<file path="src/rtl/game_level_sequencer_pkg.sv">
// Shared types and helpers for the game flow controller: state enum, external state codes,
// saturation limits, popcount and saturating arithmetic.
package game_pkg;

    typedef enum logic [2:0] {
        S_START,
        S_PLAY,
        S_TRANS,
        S_VICTORY,
        S_DEATH
    } state_t;

    localparam logic [2:0] GS_START   = 3'd0;
    localparam logic [2:0] GS_PLAY    = 3'd1;
    localparam logic [2:0] GS_TRANS   = 3'd2;
    localparam logic [2:0] GS_VICTORY = 3'd4;
    localparam logic [2:0] GS_DEATH   = 3'd5;

    localparam int SPEED_MAX = 2047;
    localparam int TREE_MAX  = 15;

    function automatic logic [3:0] popcount8(input logic [7:0] v);
        logic [3:0] n;
        n = '0;
        for (int i = 0; i < 8; i++) begin
            n = n + {3'b000, v[i]};
        end
        return n;
    endfunction

    function automatic logic [3:0] sat_sub4(input logic [3:0] a, input logic [3:0] b);
        return (b >= a) ? 4'd0 : (a - b);
    endfunction

    function automatic int level_value(input int base, input int step, input int lvl, input int lim);
        int v;
        v = base + lvl * step;
        return (v > lim) ? lim : v;
    endfunction

    function automatic logic [2:0] state_code(input state_t s);
        logic [2:0] c;
        c = GS_START;
        case (s)
            S_PLAY:    c = GS_PLAY;
            S_TRANS:   c = GS_TRANS;
            S_VICTORY: c = GS_VICTORY;
            S_DEATH:   c = GS_DEATH;
            default:   c = GS_START;
        endcase
        return c;
    endfunction

endpackage

</file>
<file path="src/rtl/game_level_sequencer_if.sv">
// Game-flow bus between the level sequencer (master) and the drawing/enemy logic (slave).
interface game_level_sequencer_if #(
    parameter int ENEMY_CH = 3
);
    logic [2:0]          currLife;
    logic [ENEMY_CH-1:0] shotEnemyCollision;
    logic                slowClk;
    logic                playerTrigger;
    logic                pauseReq;
    logic                pause;
    logic                start_screen;
    logic                death_screen;
    logic                victory_screen;
    logic [2:0]          currentGameState;
    logic [2:0]          cur_level;
    logic [3:0]          enemiesLeft;
    logic [3:0]          tree_count;
    logic [10:0]         curEnemySpeed;
    logic                newLevel;

    modport master (
        input  currLife, shotEnemyCollision, slowClk, playerTrigger, pauseReq,
        output pause, start_screen, death_screen, victory_screen, currentGameState,
               cur_level, enemiesLeft, tree_count, curEnemySpeed, newLevel
    );

    modport slave (
        output currLife, shotEnemyCollision, slowClk, playerTrigger, pauseReq,
        input  pause, start_screen, death_screen, victory_screen, currentGameState,
               cur_level, enemiesLeft, tree_count, curEnemySpeed, newLevel
    );
endinterface

</file>
<file path="src/rtl/game_level_sequencer_tick_timer.sv">
// Inter-level delay: after a start pulse, counts tick strobes and flags done on the TICKS-th one.
module game_tick_timer #(
    parameter int TICKS = 3
) (
    input  logic clk,
    input  logic reset,
    input  logic start,
    input  logic tick,
    output logic done
);
    logic       running_reg;
    logic [7:0] count_reg;

    // done is combinational so the owner can leave its wait state in the same cycle as the final tick
    assign done = running_reg & tick & (count_reg == 8'(TICKS - 1));

    always_ff @(posedge clk) begin
        if (reset) begin
            running_reg <= 1'b0;
            count_reg   <= '0;
        end else if (start) begin
            running_reg <= 1'b1;
            count_reg   <= '0;
        end else if (running_reg && tick) begin
            if (done) begin
                running_reg <= 1'b0;
                count_reg   <= '0;
            end else begin
                count_reg <= count_reg + 8'd1;
            end
        end
    end
endmodule

</file>
<file path="src/rtl/game_level_sequencer.sv">
// Game flow controller: START -> NUM_LEVELS levels -> VICTORY / DEATH, with difficulty per level.
// Optional user pause in PLAY is enabled by defining GAME_PAUSE_EN.
module game_level_sequencer
    import game_pkg::*;
#(
    parameter int NUM_LEVELS      = 4,
    parameter int ENEMY_CH        = 3,
    parameter int ENEMIES_PER_LVL = 2,
    parameter int SPEED_BASE      = 120,
    parameter int SPEED_STEP      = 120,
    parameter int TREE_BASE       = 8,
    parameter int TREE_STEP       = 1,
    parameter int TRANS_TICKS     = 3
) (
    input  logic                  clk,
    input  logic                  reset,
    game_level_sequencer_if.master bus
);
    localparam logic [3:0] LEFT_RELOAD = 4'(ENEMIES_PER_LVL);
    localparam logic [2:0] LAST_LEVEL  = 3'(NUM_LEVELS - 1);

    state_t     state_reg, state_next;
    logic [2:0] level_reg, level_next;
    logic [3:0] left_reg, left_next;
    logic       new_level_reg, new_level_next;
    logic       trig_q_reg;
    logic       trig_rise;
    logic       timer_start, timer_done;
    logic       frozen;
    logic [3:0] hits;

    assign trig_rise = bus.playerTrigger & ~trig_q_reg;
    assign hits      = popcount8(8'(bus.shotEnemyCollision));

    game_tick_timer #(.TICKS(TRANS_TICKS)) u_timer (
        .clk   (clk),
        .reset (reset),
        .start (timer_start),
        .tick  (bus.slowClk),
        .done  (timer_done)
    );

    always_ff @(posedge clk) begin
        if (reset) begin
            state_reg     <= S_START;
            level_reg     <= '0;
            left_reg      <= LEFT_RELOAD;
            new_level_reg <= 1'b0;
            trig_q_reg    <= 1'b0;
        end else begin
            state_reg     <= state_next;
            level_reg     <= level_next;
            left_reg      <= left_next;
            new_level_reg <= new_level_next;
            trig_q_reg    <= bus.playerTrigger;
        end
    end

    always_comb begin
        state_next     = state_reg;
        level_next     = level_reg;
        left_next      = left_reg;
        new_level_next = 1'b0;
        timer_start    = 1'b0;
        case (state_reg)
            S_START, S_VICTORY: begin
                if (trig_rise) begin
                    state_next     = S_PLAY;
                    level_next     = '0;
                    left_next      = LEFT_RELOAD;
                    new_level_next = 1'b1;
                end
            end
            S_PLAY: begin
                // A dead player's final hit does not count: the level stays uncleared
                if (!frozen) begin
                    if (bus.currLife == 3'd0) begin
                        state_next = S_DEATH;
                    end else begin
                        left_next = sat_sub4(left_reg, hits);
                        if (left_next == 4'd0) begin
                            if (level_reg == LAST_LEVEL) begin
                                state_next = S_VICTORY;
                            end else begin
                                state_next  = S_TRANS;
                                timer_start = 1'b1;
                            end
                        end
                    end
                end
            end
            S_TRANS: begin
                if (timer_done) begin
                    state_next     = S_PLAY;
                    level_next     = level_reg + 3'd1;
                    left_next      = LEFT_RELOAD;
                    new_level_next = 1'b1;
                end
            end
            S_DEATH: begin
                if (trig_rise) begin
                    state_next = S_START;
                    level_next = '0;
                    left_next  = LEFT_RELOAD;
                end
            end
            default: state_next = S_START;
        endcase
    end

`ifdef GAME_PAUSE_EN
    logic pause_q_reg;
    logic user_pause_reg, user_pause_next;

    always_comb begin
        user_pause_next = user_pause_reg;
        if (state_reg != S_PLAY || state_next != S_PLAY) begin
            user_pause_next = 1'b0;
        end else if (bus.pauseReq && !pause_q_reg) begin
            user_pause_next = ~user_pause_reg;
        end
    end

    always_ff @(posedge clk) begin
        if (reset) begin
            pause_q_reg    <= 1'b0;
            user_pause_reg <= 1'b0;
        end else begin
            pause_q_reg    <= bus.pauseReq;
            user_pause_reg <= user_pause_next;
        end
    end

    assign frozen = user_pause_reg;
`else
    assign frozen = 1'b0;
`endif

    // Every output is decoded from registers only, so there is no input-to-output path
    assign bus.pause            = (state_reg != S_PLAY) | frozen;
    assign bus.start_screen     = (state_reg == S_START);
    assign bus.death_screen     = (state_reg == S_DEATH);
    assign bus.victory_screen   = (state_reg == S_VICTORY);
    assign bus.currentGameState = state_code(state_reg);
    assign bus.cur_level        = level_reg;
    assign bus.enemiesLeft      = left_reg;
    assign bus.newLevel         = new_level_reg;
    assign bus.curEnemySpeed    = 11'(level_value(SPEED_BASE, SPEED_STEP, int'(level_reg), SPEED_MAX));
    assign bus.tree_count       = 4'(level_value(TREE_BASE, TREE_STEP, int'(level_reg), TREE_MAX));

endmodule

</file>
<file path="src/flat_wrapper.sv">
// flat-port wrapper written by rule: the top's interface ports become plain ports
module game_level_sequencer_flat import game_pkg::*;
#(
    parameter int NUM_LEVELS      = 4,
    parameter int ENEMY_CH        = 3,
    parameter int ENEMIES_PER_LVL = 2,
    parameter int SPEED_BASE      = 120,
    parameter int SPEED_STEP      = 120,
    parameter int TREE_BASE       = 8,
    parameter int TREE_STEP       = 1,
    parameter int TRANS_TICKS     = 3
)
  (clk, reset, bus_currLife, bus_shotEnemyCollision, bus_slowClk, bus_playerTrigger, bus_pauseReq, bus_pause, bus_start_screen, bus_death_screen, bus_victory_screen, bus_currentGameState, bus_cur_level, bus_enemiesLeft, bus_tree_count, bus_curEnemySpeed, bus_newLevel);
  game_level_sequencer_if #(.ENEMY_CH(ENEMY_CH)) bus_i ();
  input  logic clk;
  input  logic reset;
  input wire logic [$bits(bus_i.currLife)-1:0] bus_currLife;
  input wire logic [$bits(bus_i.shotEnemyCollision)-1:0] bus_shotEnemyCollision;
  input wire logic [$bits(bus_i.slowClk)-1:0] bus_slowClk;
  input wire logic [$bits(bus_i.playerTrigger)-1:0] bus_playerTrigger;
  input wire logic [$bits(bus_i.pauseReq)-1:0] bus_pauseReq;
  output wire logic [$bits(bus_i.pause)-1:0] bus_pause;
  output wire logic [$bits(bus_i.start_screen)-1:0] bus_start_screen;
  output wire logic [$bits(bus_i.death_screen)-1:0] bus_death_screen;
  output wire logic [$bits(bus_i.victory_screen)-1:0] bus_victory_screen;
  output wire logic [$bits(bus_i.currentGameState)-1:0] bus_currentGameState;
  output wire logic [$bits(bus_i.cur_level)-1:0] bus_cur_level;
  output wire logic [$bits(bus_i.enemiesLeft)-1:0] bus_enemiesLeft;
  output wire logic [$bits(bus_i.tree_count)-1:0] bus_tree_count;
  output wire logic [$bits(bus_i.curEnemySpeed)-1:0] bus_curEnemySpeed;
  output wire logic [$bits(bus_i.newLevel)-1:0] bus_newLevel;
  assign bus_i.currLife = bus_currLife;
  assign bus_i.shotEnemyCollision = bus_shotEnemyCollision;
  assign bus_i.slowClk = bus_slowClk;
  assign bus_i.playerTrigger = bus_playerTrigger;
  assign bus_i.pauseReq = bus_pauseReq;
  assign bus_pause = bus_i.pause;
  assign bus_start_screen = bus_i.start_screen;
  assign bus_death_screen = bus_i.death_screen;
  assign bus_victory_screen = bus_i.victory_screen;
  assign bus_currentGameState = bus_i.currentGameState;
  assign bus_cur_level = bus_i.cur_level;
  assign bus_enemiesLeft = bus_i.enemiesLeft;
  assign bus_tree_count = bus_i.tree_count;
  assign bus_curEnemySpeed = bus_i.curEnemySpeed;
  assign bus_newLevel = bus_i.newLevel;
  game_level_sequencer #(.NUM_LEVELS(NUM_LEVELS), .ENEMY_CH(ENEMY_CH), .ENEMIES_PER_LVL(ENEMIES_PER_LVL), .SPEED_BASE(SPEED_BASE), .SPEED_STEP(SPEED_STEP), .TREE_BASE(TREE_BASE), .TREE_STEP(TREE_STEP), .TRANS_TICKS(TRANS_TICKS)) u_core (.clk(clk), .reset(reset), .bus(bus_i));
endmodule
</file>
<file path="config.mk">
export PLATFORM = sky130hd
export DESIGN_NAME = game_level_sequencer_flat
export DESIGN_NICKNAME = d
export VERILOG_FILES = /design/src/rtl/game_level_sequencer_pkg.sv /design/src/rtl/game_level_sequencer_if.sv /design/src/rtl/game_level_sequencer_tick_timer.sv /design/src/rtl/game_level_sequencer.sv /design/src/flat_wrapper.sv
export SDC_FILE = /design/constraint.sdc
export NUM_CORES = 1
export LEC_CHECK = 0
export BUFFER_PORTS_ARGS = -buffer_cell sky130_fd_sc_hd__buf_2
export CELL_PAD_IN_SITES_DETAIL_PLACEMENT = 0
export CELL_PAD_IN_SITES_GLOBAL_PLACEMENT = 2
export CORE_ASPECT_RATIO = 1.2
export CORE_MARGIN = 5
export CORE_UTILIZATION = 33
export DETAILED_ROUTE_END_ITERATION = 6
export PLACE_DENSITY_LB_ADDON = 0.08
export SLEW_MARGIN = 20
export SYNTH_ARGS = -nofsm -noshare
export SYNTH_HDL_FRONTEND = slang
export SYNTH_SLANG_ARGS = --single-unit
</file>
<file path="constraint.sdc">
create_clock -name clk -period 5.01 [get_ports clk]
set_clock_uncertainty 0.05 [all_clocks]
set_input_delay 0.2505 -clock clk [delete_from_list [all_inputs] [get_ports clk]]
set_output_delay 0.2505 -clock clk [all_outputs]
set_load 0.005 [all_outputs]
</file>
==> out/metrics.csv <==
metric;value;unit
flip-flop count of the largest register, all copies and words added;8;
core region area;4900;um2
Arr. time, crit path;2.81;ns
clk_lat worst skew;0.26;ns
dpl cell area;1860;um2
unrepaired setup endpoints after global routing;false;
ratio of cells with drive above 1 in the final layout;0.216;
cell types occupying the most area after synthesis;sky130_fd_sc_hd__dfxtp_1 (25%), sky130_fd_sc_hd__ha_1 (14%), sky130_fd_sc_hd__fa_1 (6.1%);
setup repair bufs after CTS;0;
switching power share of the total;0.383;
aggregate routed wire length;3810;um
# IOs;41;
final routed DRC violation total;0;
final net count;266;
Clk Tree Root Cell;sky130_fd_sc_hd__clkbuf_8;
Peak Freq;0.321;GHz
sequential fraction of the synthesis area;0.255;
global placement routability congestion;0.770;
horizontal die dimension;74.6;um
count of flip-flops with a built-in enable after synthesis;0;
Hold WS;0.152;ns
Startpoint Class;flip-flop;
Inserted Clock Buffers;3;
count of endpoints failing setup in the final report;0;
synthesized instance count;198;
combined global-route utilization of all metal layers;0.122;
Antenna Violating Nets Remaining;0;
average wire length per cell after detail routing;13.1;um
fraction of registers with async set or reset after synthesis;0;
Worst Setup Slack post-DPL;1.98;ns
maximum ir drop on the vdd rail;97.6;uV
TritonCTS clock tree;built;
DIE AREA;6520;um2
filler cell count;541;
Slew Limit Headroom;0.545;
number of diodes added for antenna fixing;0;
kind of end point of the critical path;output pin;
combinational cell fraction of total power;0.425;
post-CTS resize count;0;
Mapped Area;1650;um2
initial antenna violation count;0;
max-slew violation count;0;
syn avg cell area;8.34;um2
run status;completed;
worst min path class;primary input to flip-flop;
remaining global-route overflow;0;
via count of the first global-routing pass;1434;
time the worst path needs with I/O delays and setup;3.11;ns
HPWL after detailed placement;3180;um
max-capacitance violation count;0;
portion of the clock cycle consumed by the worst path in the final layout;0.621;
setup_tns;0;ns
power density over cell area;289;nW/um2
floorplan die height;87.5;um
Std-Cell Rows;28;
placed instance count;287;
non-filler cells in the finished layout;291;
yosys synthesis warning count;0;
cell type contributing the most total cell area after synthesis;sky130_fd_sc_hd__dfxtp_1;
leading register cell type out of synthesis;sky130_fd_sc_hd__dfxtp_1;
Yosys top cell area share;0.255;
initial core utilization;0.336;
transition time at the pin with the least slew margin;0.679;ns
largest fanout on the critical path;11;
static leakage;0.924;nW
number of buffers between clock root and the deepest sink;2;
net switching component of the power;0.212;mW
Seq cells post-synth;21;
Port Buffer Count;35;
Detailed Route Iter0 Violations;31;
depth of the CTS H-tree;1;
clock slew seen by the registers of the worst setup and hold paths;0.08;ns
share of power burned in registers;0.369;
internal power;0.340;mW
hold-fix buffer count after cts;0;
pin count of the biggest net entering global routing;17;
# clock sinks;21;
cell area after layout;1910;um2
first-pass GRT wire length;6350;um
endpoint required time on the critical path;4.71;ns
Via Count;1477;
clock group share of total power;0.206;
area added between synthesis and finish;15.6;%
post-detailed-route via-to-cell ratio;5.08;
worst-case setup margin in the final layout;1.90;ns
post-synth cell types;45;
endpoints failing hold;0;
Pre-Repair DR Iteration Count;4;
type of the worst setup path;flip-flop to output pin;
-- per-layer routing --
layer | share of wire | track usage | vias to the layer above
met1 | 0.43 | 0.145 | 711
met3 | 0.051 | 0.0277 | 5
li1 | - | - | 735
met2 | 0.51 | 0.214 | 26
met5 | 0 | 0 | -
met4 | 0.012 | 0.0356 | 0
-- cell type report --
class / count / area, um2 / area share
multi-input cells: 155 / 1130 / 0.593
well taps: 60 / 75.1 / 0.0393
clock buffers: 4 / 45.0 / 0.0236
repair buffers: 35 / 175 / 0.0918
flip-flops and latches: 21 / 420 / 0.220
inverters: 16 / 60.1 / 0.0315
-- cells in the mapped netlist, types with 2 or more instances --
cell and count:
sky130_fd_sc_hd__and3b_1 2, sky130_fd_sc_hd__a22oi_1 2, sky130_fd_sc_hd__ha_1 18, sky130_fd_sc_hd__nand2_1 15, sky130_fd_sc_hd__a21o_1 2, sky130_fd_sc_hd__xnor2_1 6, sky130_fd_sc_hd__conb_1 2, sky130_fd_sc_hd__fa_1 5
sky130_fd_sc_hd__o21bai_1 2, sky130_fd_sc_hd__nor2_1 22, sky130_fd_sc_hd__nand4_1 3, sky130_fd_sc_hd__o21ai_0 4, sky130_fd_sc_hd__buf_4 4, sky130_fd_sc_hd__nor2b_1 3, sky130_fd_sc_hd__or3_1 2, sky130_fd_sc_hd__clkbuf_1 4
sky130_fd_sc_hd__nand3_1 4, sky130_fd_sc_hd__inv_1 16, sky130_fd_sc_hd__nand2b_1 3, sky130_fd_sc_hd__nor3_1 11, sky130_fd_sc_hd__nor3b_1 2, sky130_fd_sc_hd__nand3b_1 3, sky130_fd_sc_hd__a21oi_1 14, sky130_fd_sc_hd__dfxtp_1 21
sky130_fd_sc_hd__xor2_1 8
-- power groups by stage --
stage,combinational (mW),sequential (mW),clock (mW)
floorplan,0.173,0.204,0
global placement,0.232,0.207,0
detailed placement,0.236,0.208,0
CTS,0.238,0.204,0.121
global route,0.265,0.208,0.125
finish,0.234,0.204,0.114
-- metrics by stage --
stage	utilization	power (mW)
2_1_floorplan	-	0.376
3_3_place_gp	0.380	0.439
3_5_place_dp	0.380	0.444
4_1_cts	0.389	0.563
5_1_grt	0.389	0.598
6_report	0.389	0.552
-- worst max-delay path, stage by stage (launching register included) --
cell,delay (ns)
sky130_fd_sc_hd__dfxtp_1,0.61
sky130_fd_sc_hd__fa_1,0.55
sky130_fd_sc_hd__ha_1,0.26
sky130_fd_sc_hd__fa_1,0.40
sky130_fd_sc_hd__nor2b_1,0.15
sky130_fd_sc_hd__o21ai_0,0.17
sky130_fd_sc_hd__nand2b_1,0.12
sky130_fd_sc_hd__xnor2_1,0.16
sky130_fd_sc_hd__buf_2,0.13
-- layout by cell type (no fill, tap or decap), drive strengths merged, types with 2 or more instances in the layout --
cell type,count
nor3,11
o31ai,2
inv,16
buf,35
xor2,8
conb,4
a22oi,2
nand3b,3
ha,18
nor2b,3
fa,5
nor2,22
nand2b,3
and3b,2
o21ai,4
a21oi,14
xnor2,6
nand3,4
a21o,2
nand4,3
dfxtp,21
nor3b,2
o21bai,2
or3,3
clkbuf,4
nand2,15
-- cells by family (layout without fill, tap and decap cells) --
kind of cell / after synthesis / after routing / share of synthesized area
AO/OA/AOI/OAI: 36 / 36 / 0.156
flip-flops: 21 / 21 / 0.255
adder cells (fa/ha/maj): 23 / 23 / 0.197
buffers and inverters: 24 / 55 / 0.0637
multiplexers: 1 / 1 / 0.00682
XOR/XNOR: 14 / 14 / 0.0743
other: 2 / 4 / 0.00455
AND/OR/NAND/NOR: 77 / 77 / 0.243
-- worst paths after layout --
check                                      to                         from  slack, ns  cells after the start
setup / recovery         bus_curEnemySpeed[9]      u_core.bus.cur_level[0]       1.90                      8
hold / removal              u_core.trig_q_reg            bus_playerTrigger       0.15                      2
setup reg to reg  u_core.u_timer.count_reg[4]    u_core.bus.enemiesLeft[0]       2.57                      9
hold reg to reg   u_core.u_timer.count_reg[7]  u_core.u_timer.count_reg[7]       0.46                      2
No activity file was read; power rests on OpenSTA's default activity.
